`src/rtl/muldiv_unit.sv`:
```
// muldiv_unit
//   Iterative multiply/divide engine that owns the architectural HI/LO
//   registers. MULT/MULTU use a shift-add loop and DIV/DIVU use a restoring
//   shift-subtract loop. Both work on operand magnitudes; the sign fix is
//   applied in one extra cycle before HI/LO are written.
//   MTHI/MTLO write HI/LO directly from IDLE, so they complete in one cycle.
//
// Ports
//   clk    : rising-edge clock
//   reset  : asynchronous, active-high reset
//   start  : issue an op; sampled only while idle
//   op     : 000 MULT, 001 MULTU, 010 DIV, 011 DIVU, 100 MTHI, 101 MTLO,
//            11x no-op
//   srca   : multiplicand / dividend / MTHI-MTLO source
//   srcb   : multiplier / divisor
//   abort  : squash the in-flight op (no HI/LO write, no done)
//   busy   : op in flight; HI/LO not yet valid
//   done   : one-cycle pulse after a mul/div has written HI/LO
//   hi, lo : architectural HI and LO
module muldiv_unit #(
  parameter int WIDTH = 32
) (
  input  logic             clk,
  input  logic             reset,
  input  logic             start,
  input  logic [2:0]       op,
  input  logic [WIDTH-1:0] srca,
  input  logic [WIDTH-1:0] srcb,
  input  logic             abort,
  output logic             busy,
  output logic             done,
  output logic [WIDTH-1:0] hi,
  output logic [WIDTH-1:0] lo
);

  localparam int CW = $clog2(WIDTH + 1);

  typedef enum logic [1:0] {
    IDLE = 2'd0,
    RUN  = 2'd1,
    FIX  = 2'd2
  } stateT;

  stateT stateReg, stateNext;

  logic [CW-1:0]    countReg;
  logic             isDivReg;
  logic             negAReg;     // dividend sign; the remainder takes this sign
  logic             negResReg;   // operand signs differ; negate product/quotient
  logic [WIDTH-1:0] magAReg;
  logic [WIDTH-1:0] magBReg;
  logic [WIDTH-1:0] accHiReg;    // mul: running upper half; div: partial remainder
  logic [WIDTH-1:0] accLoReg;    // mul: multiplier/lower product; div: dividend/quotient
  logic [WIDTH-1:0] hiReg;
  logic [WIDTH-1:0] loReg;
  logic             doneReg;

  // Issue decode
  logic             accept;
  logic             opSigned;
  logic             srcaNeg;
  logic             srcbNeg;
  logic [WIDTH-1:0] magA;
  logic [WIDTH-1:0] magB;

  assign accept   = (stateReg == IDLE) && start && !abort;
  assign opSigned = ~op[0];
  assign srcaNeg  = opSigned & srca[WIDTH-1];
  assign srcbNeg  = opSigned & srcb[WIDTH-1];
  // The magnitude of the most-negative value wraps to 2^(WIDTH-1).
  // Read as unsigned, that is the correct magnitude.
  assign magA     = srcaNeg ? -srca : srca;
  assign magB     = srcbNeg ? -srcb : srcb;

  // Datapath step logic
  // The sum is one bit wider, so the carry survives the right shift.
  logic [WIDTH:0]   mulSum;
  logic [WIDTH:0]   divShift;
  logic             divGe;
  logic [WIDTH-1:0] divRem;

  assign mulSum   = {1'b0, accHiReg} + (accLoReg[0] ? {1'b0, magAReg} : '0);
  assign divShift = {accHiReg, accLoReg[WIDTH-1]};
  assign divGe    = divShift >= {1'b0, magBReg};
  // When divGe is set, the difference is below the divisor and fits in WIDTH bits.
  assign divRem   = divShift[WIDTH-1:0] - magBReg;

  // Sign correction, valid during FIX
  logic [2*WIDTH-1:0] prodMag;
  logic [2*WIDTH-1:0] prodFix;
  logic [WIDTH-1:0]   resHi;
  logic [WIDTH-1:0]   resLo;

  always_comb begin
    prodMag = {accHiReg, accLoReg};
    prodFix = negResReg ? -prodMag : prodMag;
    resHi   = prodFix[2*WIDTH-1:WIDTH];
    resLo   = prodFix[WIDTH-1:0];
    if (isDivReg) begin
      if (magBReg == '0) begin
        // Divide by zero returns the original dividend in HI and all ones in LO.
        resHi = negAReg ? -magAReg : magAReg;
        resLo = '1;
      end else begin
        resLo = negResReg ? -accLoReg : accLoReg;
        resHi = negAReg   ? -accHiReg : accHiReg;
      end
    end
  end

  // FSM
  always_ff @(posedge clk or posedge reset) begin
    if (reset) stateReg <= IDLE;
    else       stateReg <= stateNext;
  end

  always_comb begin
    stateNext = stateReg;
    case (stateReg)
      IDLE: if (accept && !op[2]) stateNext = RUN;
      RUN: begin
        if (abort)                     stateNext = IDLE;
        else if (countReg == CW'(1))   stateNext = FIX;
      end
      FIX:     stateNext = IDLE;
      default: stateNext = IDLE;
    endcase
  end

  // Datapath and architectural registers
  always_ff @(posedge clk or posedge reset) begin
    if (reset) begin
      countReg  <= '0;
      isDivReg  <= 1'b0;
      negAReg   <= 1'b0;
      negResReg <= 1'b0;
      magAReg   <= '0;
      magBReg   <= '0;
      accHiReg  <= '0;
      accLoReg  <= '0;
      hiReg     <= '0;
      loReg     <= '0;
      doneReg   <= 1'b0;
    end else begin
      doneReg <= 1'b0;
      case (stateReg)
        IDLE: begin
          if (accept) begin
            case (op)
              3'b100: hiReg <= srca;
              3'b101: loReg <= srca;
              3'b000, 3'b001, 3'b010, 3'b011: begin
                isDivReg  <= op[1];
                negAReg   <= srcaNeg;
                negResReg <= srcaNeg ^ srcbNeg;
                magAReg   <= magA;
                magBReg   <= magB;
                accHiReg  <= '0;
                accLoReg  <= op[1] ? magA : magB;
                countReg  <= CW'(WIDTH);
              end
              default: ;  // reserved ops are ignored
            endcase
          end
        end
        RUN: begin
          if (!abort) begin
            if (isDivReg) begin
              // Restoring step: shift in the next dividend bit, then subtract if it fits.
              accHiReg <= divGe ? divRem : divShift[WIDTH-1:0];
              accLoReg <= {accLoReg[WIDTH-2:0], divGe};
            end else begin
              // Shift-add step: add the multiplicand when the multiplier LSB is set, then shift right.
              accHiReg <= mulSum[WIDTH:1];
              accLoReg <= {mulSum[0], accLoReg[WIDTH-1:1]};
            end
            countReg <= countReg - CW'(1);
          end
        end
        FIX: begin
          if (!abort) begin
            hiReg   <= resHi;
            loReg   <= resLo;
            doneReg <= 1'b1;
          end
        end
        default: ;
      endcase
    end
  end

  assign busy = (stateReg != IDLE);
  assign done = doneReg;
  assign hi   = hiReg;
  assign lo   = loReg;

endmodule

```
`config.mk`:
```
export PLATFORM = sky130hd
export DESIGN_NAME = muldiv_unit
export DESIGN_NICKNAME = d
export VERILOG_FILES = /design/src/rtl/muldiv_unit.sv
export SDC_FILE = /design/constraint.sdc
export NUM_CORES = 1
export LEC_CHECK = 0
export ABC_CLOCK_PERIOD_IN_PS = 8750
export CAP_MARGIN = 20
export CORE_ASPECT_RATIO = 0.8
export CORE_MARGIN = 10
export CORE_UTILIZATION = 45
export CTS_CLUSTER_DIAMETER = 150
export DETAILED_ROUTE_END_ITERATION = 16
export PLACE_DENSITY = 0.73
export SLEW_MARGIN = 20
export SYNTH_ARGS = -nofsm -noshare
export SYNTH_HDL_FRONTEND = slang
export SYNTH_SLANG_ARGS = --single-unit
```
`constraint.sdc`:
```
create_clock -name clk -period 8.75 [get_ports clk]
set_input_delay 0.875 -clock clk [delete_from_list [all_inputs] [get_ports clk]]
set_output_delay 0.875 -clock clk [all_outputs]
set_load 0.005 [all_outputs]
```
==> impl_metrics.tcl, run 1 <==
set metrics [dict create \
    status "finished, final reports clean" \
    path_buf_inv 2 \
    dieArea_mm2 0.0468 \
    crit_path_end_kind "flip-flop" \
    first_global_vias 16600 \
    drtPass1Iterations 6 \
    syn_area_mm2 0.0173 \
    nFillCells 3565 \
    grt_max_degree 82 \
    viasPerCell 6.43 \
    cts_buffers 23 \
    period_minus_slack_ps 4520 \
    synth_flop_cell "dfrtp_1" \
    ys_seq_area_share_pct 29.5 \
    holdWs_ps 483 \
    critPathSlowestCell "dfrtp_1" \
    clk_pin_slew_worst_paths_ps 70 \
    hold_violations 0 \
    fin_setup_tns_ps 0 \
    ys_seq_elements 204 \
    synth_cells 2203 \
    hold_class "flip-flop to flip-flop" \
    cts_resized 0 \
    drc 0 \
    cap_violations 0 \
    overflow 0 \
    cts_tree "yes" \
    crit_arrival_ps 4970 \
    powerDensity_mw_per_mm2 322 \
    seqCellArea_mm2 0.00511 \
    multiInputGateArea_mm2 0.0114 \
    tightest_slew_ps 1050 \
    grt_pass1_wl_um 103000 \
    die_w_um 239 \
    drt_iter0_drc 2119 \
    leakage_uw 0.00828 \
    clock-root-buffer "clkbuf_16" \
    drive_above_1_share_pct 5.13 \
    setup_viol 0 \
    detail-route-antenna-nets 0 \
    cp_top_family "compound AO/OA/AOI/OAI gates" \
    syn_avg_cell_area_um2 7.86 \
    drv_slew 0 \
    start_util_pct 45.4 \
    htree_levels 1 \
    post_cts_buffers 0 \
    dp_hpwl_um 52900 \
    yosysUniqueCellTypes 84 \
    cts.sinks 204 \
    cts_hold_repair.buffers 0 \
    timing.fmax_ghz 0.221 \
    ir_drop_v 0.000173 \
    gp_congestion 1.03 \
    cp_num_cells 15 \
    r2r.worst_path.cells 15 \
    synthArstFlopShare_pct 100 \
    cp.required_ps 9200 \
    insertion_delay_ps 550 \
    wirelength_um 69000 \
    slew_headroom_pct 30.0 \
    cp_slowest_stage_delay_ps 960 \
    ctsLongestPathBuffers 3 \
    ys_warn_count 0 \
    portBuffers 136 \
    antennaDiodeCount 0 \
    area_growth_pct 14.5 \
    io_pins 137 \
    skew_ps 17.6 \
    min_path_cells 2 \
    groute.usage.overall_pct 28.5 \
    die_y_um 195 \
    worstPathMaxFanout 34 \
    vias 17700 \
    synth-edff-count 0 \
    crit_chain "inv_1 -> nor2_1 -> ha_1 -> inv_1 -> fa_1 -> nand2b_1 -> a21oi_1 -> nor4_1 -> o21ai_0 -> a2bb2oi_1 -> a31o_2 -> a311oi_1 -> o21bai_1 -> a21oi_1 -> o31ai_1" \
    row_count 64 \
    antenna_found_initial 3 \
    period_share_pct 51.7 \
    rsz0062_at_grt "false" \
    core_region_area_mm2 0.0381 \
    crit_path_start_kind "flip-flop" \
    nets 2388 \
    wl_per_cell_um 25.0 \
    fin_util_pct 52.0 \
    syn-num-nets 2347 \
    worstSetupPathType "flip-flop to flip-flop" \
]
-- power breakdown --
group	leakage (uW)	switching (uW)	internal [uW]
Clock	0.000414	440	666
Sequential	0.00254	604	1240
Combinational	0.00533	1960	1480
-- routing by layer --
metal  vias to the layer above  global-route usage (%)  part of all wire, %
met5                         -                       0                0.090
met4                         8                    6.55                  2.7
met3                       125                    10.5                   13
met2                       993                    41.0                   42
met1                      8645                    39.4                   43
li1                       7942                       -                    -
-- worst min-delay path, stage by stage (launching register included) --
cell,delay (ps)
dfrtp_1,340
nand2_1,40
o21ai_0,60
-- through the flow --
step / instance area, um^2 / cells / power (uW) / setup WS [ps]
after CTS: 19800 / 2756 / 6270 / 4280
after global placement: 19000 / 2714 / 5080 / 4540
after floorplan: 17300 / 2203 / 3990 / 2310
final: 19800 / 2756 / 6380 / 4230
after global routing: 19800 / 2756 / 6750 / 3720
after detailed placement: 19000 / 2714 / 5150 / 4300
-- kinds of logic (layout without fill, tap and decap cells) --
kind of cell,count (synthesis),count (layout),synth area share [%]
adders and majority gates,73,73,5.36
xor gates and xnor gates,222,222,11.2
DFF,204,204,29.5
buffers and inverters,214,272,4.80
AOI/OAI and AO/OA,704,704,24.5
muxes,80,80,4.76
and+or+nand+nor,706,706,19.8
-- final timing paths --
kind                                  start            to  slack (ps)
worst max register to register  accLoReg[0]  accHiReg[31]        4230
min in group asynchronous             reset   accLoReg[4]         810
worst min register to register        lo[3]         lo[3]         480
max in group asynchronous             reset       negAReg        6490
worst max-delay path            accLoReg[0]  accHiReg[31]        4230
worst min-delay path                  lo[3]         lo[3]         480
-- cells in the mapped netlist (41+ instances only) --
cell / instances / area, um^2
a21oi_1: 170 / 851
clkbuf_1: 120 / 450
dfrtp_1: 204 / 5100
ha_1: 71 / 888
inv_1: 71 / 267
mux2i_1: 71 / 711
nand2_1: 275 / 1030
nor2_1: 143 / 537
o21ai_0: 259 / 1300
o22ai_1: 41 / 257
xnor2_1: 135 / 1180
xor2_1: 87 / 762
-- layout make-up --
class,count,area share (%)
clock inverters,13,1.01
well taps,495,3.13
repair buffers,159,7.74
inverters,71,1.38
clock buffers,29,3.22
multi-input cells,1785,57.7
flip-flops and latches,204,25.8
-- layout by cell type (no fill, tap or decap), types with 10 or more instances in the layout --
master	count
nand3_1	27
nand4_1	10
nand2_1	275
nor3_1	36
ha_1	71
o41ai_1	12
xnor2_1	135
a21oi_1	170
and3_1	17
a22oi_1	12
nand2b_1	35
o211ai_1	20
a211oi_1	13
o22ai_1	41
and2_1	37
or3_1	27
mux2i_1	71
clkdlybuf4s50_1	136
a21o_1	36
xor2_1	87
o21bai_1	11
o21ai_0	258
o31ai_1	32
o21ai_1	11
a31oi_1	21
nor2_1	139
nor2b_1	22
inv_1	70
dfrtp_1	201
clkbuf_16	23
buf_4	23
or4_1	18
nor4_1	20
-- state kept, by name, summed over array words and instances, names as in the netlist --
signal / count
hi: 32
accLoReg: 32
magAReg: 32
lo: 32
isDivReg: 1
negAReg: 1
countReg: 6
accHiReg: 32
stateReg: 2
negResReg: 1
magBReg: 32
done: 1
No activity file was read; power rests on OpenSTA's default activity.
==> inputs of run 2 (changes only) <==
- ABC_CLOCK_PERIOD_IN_PS: 8750 -> 4000
- PLACE_DENSITY: 0.73 -> 0.76
- clock period: 8.75 -> 4 ns (I/O delays scaled with it)
==> run 2 against run 1 <==
Via count fell by 0.41%. First-iteration DRC count rose by 9.0%. Register-to-register slack got worse by 3900 ps. Largest cell class unchanged. Critical endpoint is now hi[30]. Clock skew fell by 6.5 ps. Critical path depth fell by 3. Fmax rose by 22%. Sequential share of layout area fell by 0.56 points. Clock power rose by 120%.
==> impl_metrics.tcl, run 2 (same netlist as run 1, synthesis figures left out) <==
set metrics [dict create \
    status "finished, final reports clean" \
    power_uw 14200 \
    crit_path_start_kind "flip-flop" \
    worstSetupPathType "flip-flop to flip-flop" \
    viasPerCell 6.29 \
    cp_slowest_stage_delay_ps 530 \
    rsz0062_at_grt "false" \
    leakage_uw 0.00852 \
    layout_commonest_cell "nand2_1" \
    crit_path_end_kind "flip-flop" \
    vias 17600 \
    post_cts_buffers 0 \
    start_util_pct 45.4 \
    drv_slew 0 \
    worstPathMaxFanout 9 \
    nets 2436 \
    tightest_slew_ps 1010 \
    cts_tree "yes" \
    area_growth_pct 17.0 \
    grt_pass1_wl_um 104000 \
    crit_arrival_ps 4190 \
    portBuffers 136 \
    crit_chain "inv_1 -> ha_1 -> nor3b_2 -> nand4_1 -> or3_1 -> or3_4 -> or4b_1 -> or3_1 -> o21ai_2 -> xnor2_1 -> o22ai_1 -> o21ai_1" \
    core_region_area_mm2 0.0381 \
    cts_hold_repair.buffers 0 \
    detail-route-antenna-nets 0 \
    reg2reg_slack_ps 290 \
    final_area_mm2 0.0203 \
    r2r-start "accHiReg[0]" \
    rr_endpoint "hi[30]" \
    clk_pin_slew_worst_paths_ps 70 \
    layout_common_cells "nand2_1 (275), o21ai_0 (258), dfrtp_1 (201), a21oi_1 (170), nor2_1 (140)" \
    skew_ps 11.1 \
    clock-root-buffer "clkbuf_16" \
    hold_violations 0 \
    overflow 0 \
    dp_hpwl_um 53500 \
    antenna_found_initial 2 \
    die_y_um 195 \
    ctsLongestPathBuffers 3 \
    cts.sinks 204 \
    wl_per_cell_um 24.2 \
    setup_viol 0 \
    hold_class "input pin to asynchronous set/reset pin" \
    gp_congestion 1.00 \
    dieArea_mm2 0.0468 \
    first_global_vias 17100 \
    period_minus_slack_ps 3710 \
    place_ws_ps 329 \
    ir_drop_v 0.000423 \
    wirelength_um 67800 \
    cp.required_ps 4480 \
    grt_max_degree 72 \
    crit_top_cell "or3_1" \
    drt_iter0_drc 2309 \
    fin_setup_tns_ps 0 \
    nFillCells 3577 \
    drtPass1Iterations 6 \
    row_count 64 \
    htree_levels 1 \
    place_area_mm2 0.0194 \
    period_share_pct 92.8 \
    slew_headroom_pct 32.7 \
    die_w_um 239 \
    critPathSlowestCell "or4b_1" \
    cts_resized 0 \
    timing.fmax_ghz 0.269 \
    groute.usage.overall_pct 28.3 \
    drive_above_1_share_pct 7.10 \
    fin_ws_ps 288 \
    insertion_delay_ps 550 \
    drc 0 \
    cts_buffers 24 \
    cap_violations 0 \
    r2r.worst_path.cells 12 \
    powerDensity_mw_per_mm2 702 \
    io_pins 137 \
]
## run 2: changes by cell type in the layout (fill, tap and decap cells not counted), moves of 2 or more
cell	previous run	this run
buf_12	0	4
buf_4	23	66
clkbuf_16	23	25
clkbuf_8	4	2
clkinv_4	0	2
clkinvlp_4	1	5
inv_6	2	0
## run 2: final cells by class
cell class	instances	area [um^2]	share of cell area, %
flip-flops and latches	204	5110	25.2
well taps	495	619	3.06
multi-input cells	1785	11400	56.5
inverters	71	270	1.33
clock buffers	29	661	3.26
diodes	1	2.50	0.0124
clock inverters	15	218	1.07
repair buffers	206	1940	9.56
## run 2: worst max path at each step
stage	from	to	slack (ps)
4_1_cts	accLoReg[0]	accHiReg[27]	340
5_1_grt	accLoReg[0]	accHiReg[27]	80
3_3_place_gp	accHiReg[6]	accLoReg[0]	450
3_5_place_dp	accLoReg[0]	accHiReg[31]	330
2_1_floorplan	accLoReg[0]	accHiReg[27]	740
6_report	accHiReg[0]	hi[30]	290
## run 2: per-stage QoR
step                      hold slack (ps)  std cells  util [%]
after floorplan                       472       2203         -
after global placement                463       2761      50.8
after detailed placement              470       2761      50.8
after CTS                             346       2805      53.1
after global routing                  387       2805      53.1
final                                 331       2806      53.1
## run 2: report_power, final
| part | internal, uW | total (uW) | leakage [uW] | switching [uW] |
|---|---|---|---|---|
| Sequential | 2710 | 3780 | 0.00254 | 1070 |
| Combinational | 3400 | 7950 | 0.00557 | 4540 |
| Clock | 1500 | 2490 | 0.000420 | 988 |
| Total | 7620 | 14200 | 0.00852 | 6600 |
## run 2: worst max-delay path, delay by kind of cell (launching register included)
kind | cells | cell delay [ps]
flip-flops | 1 | 500
AO/OA/AOI/OAI | 3 | 370
adder cells (fa/ha/maj) | 1 | 240
buffers and inverters | 1 | 210
AND/OR/NAND/NOR | 6 | 2200
XOR/XNOR | 1 | 130
## run 2: metal layers
layer  up-vias  wire length (um)  track usage, %
li1       8046                 -               -
met1      8483             29100            39.1
met2       957             27600            39.3
met3       151              8550            10.5
met4         4              2520            9.75
met5         -                27               0
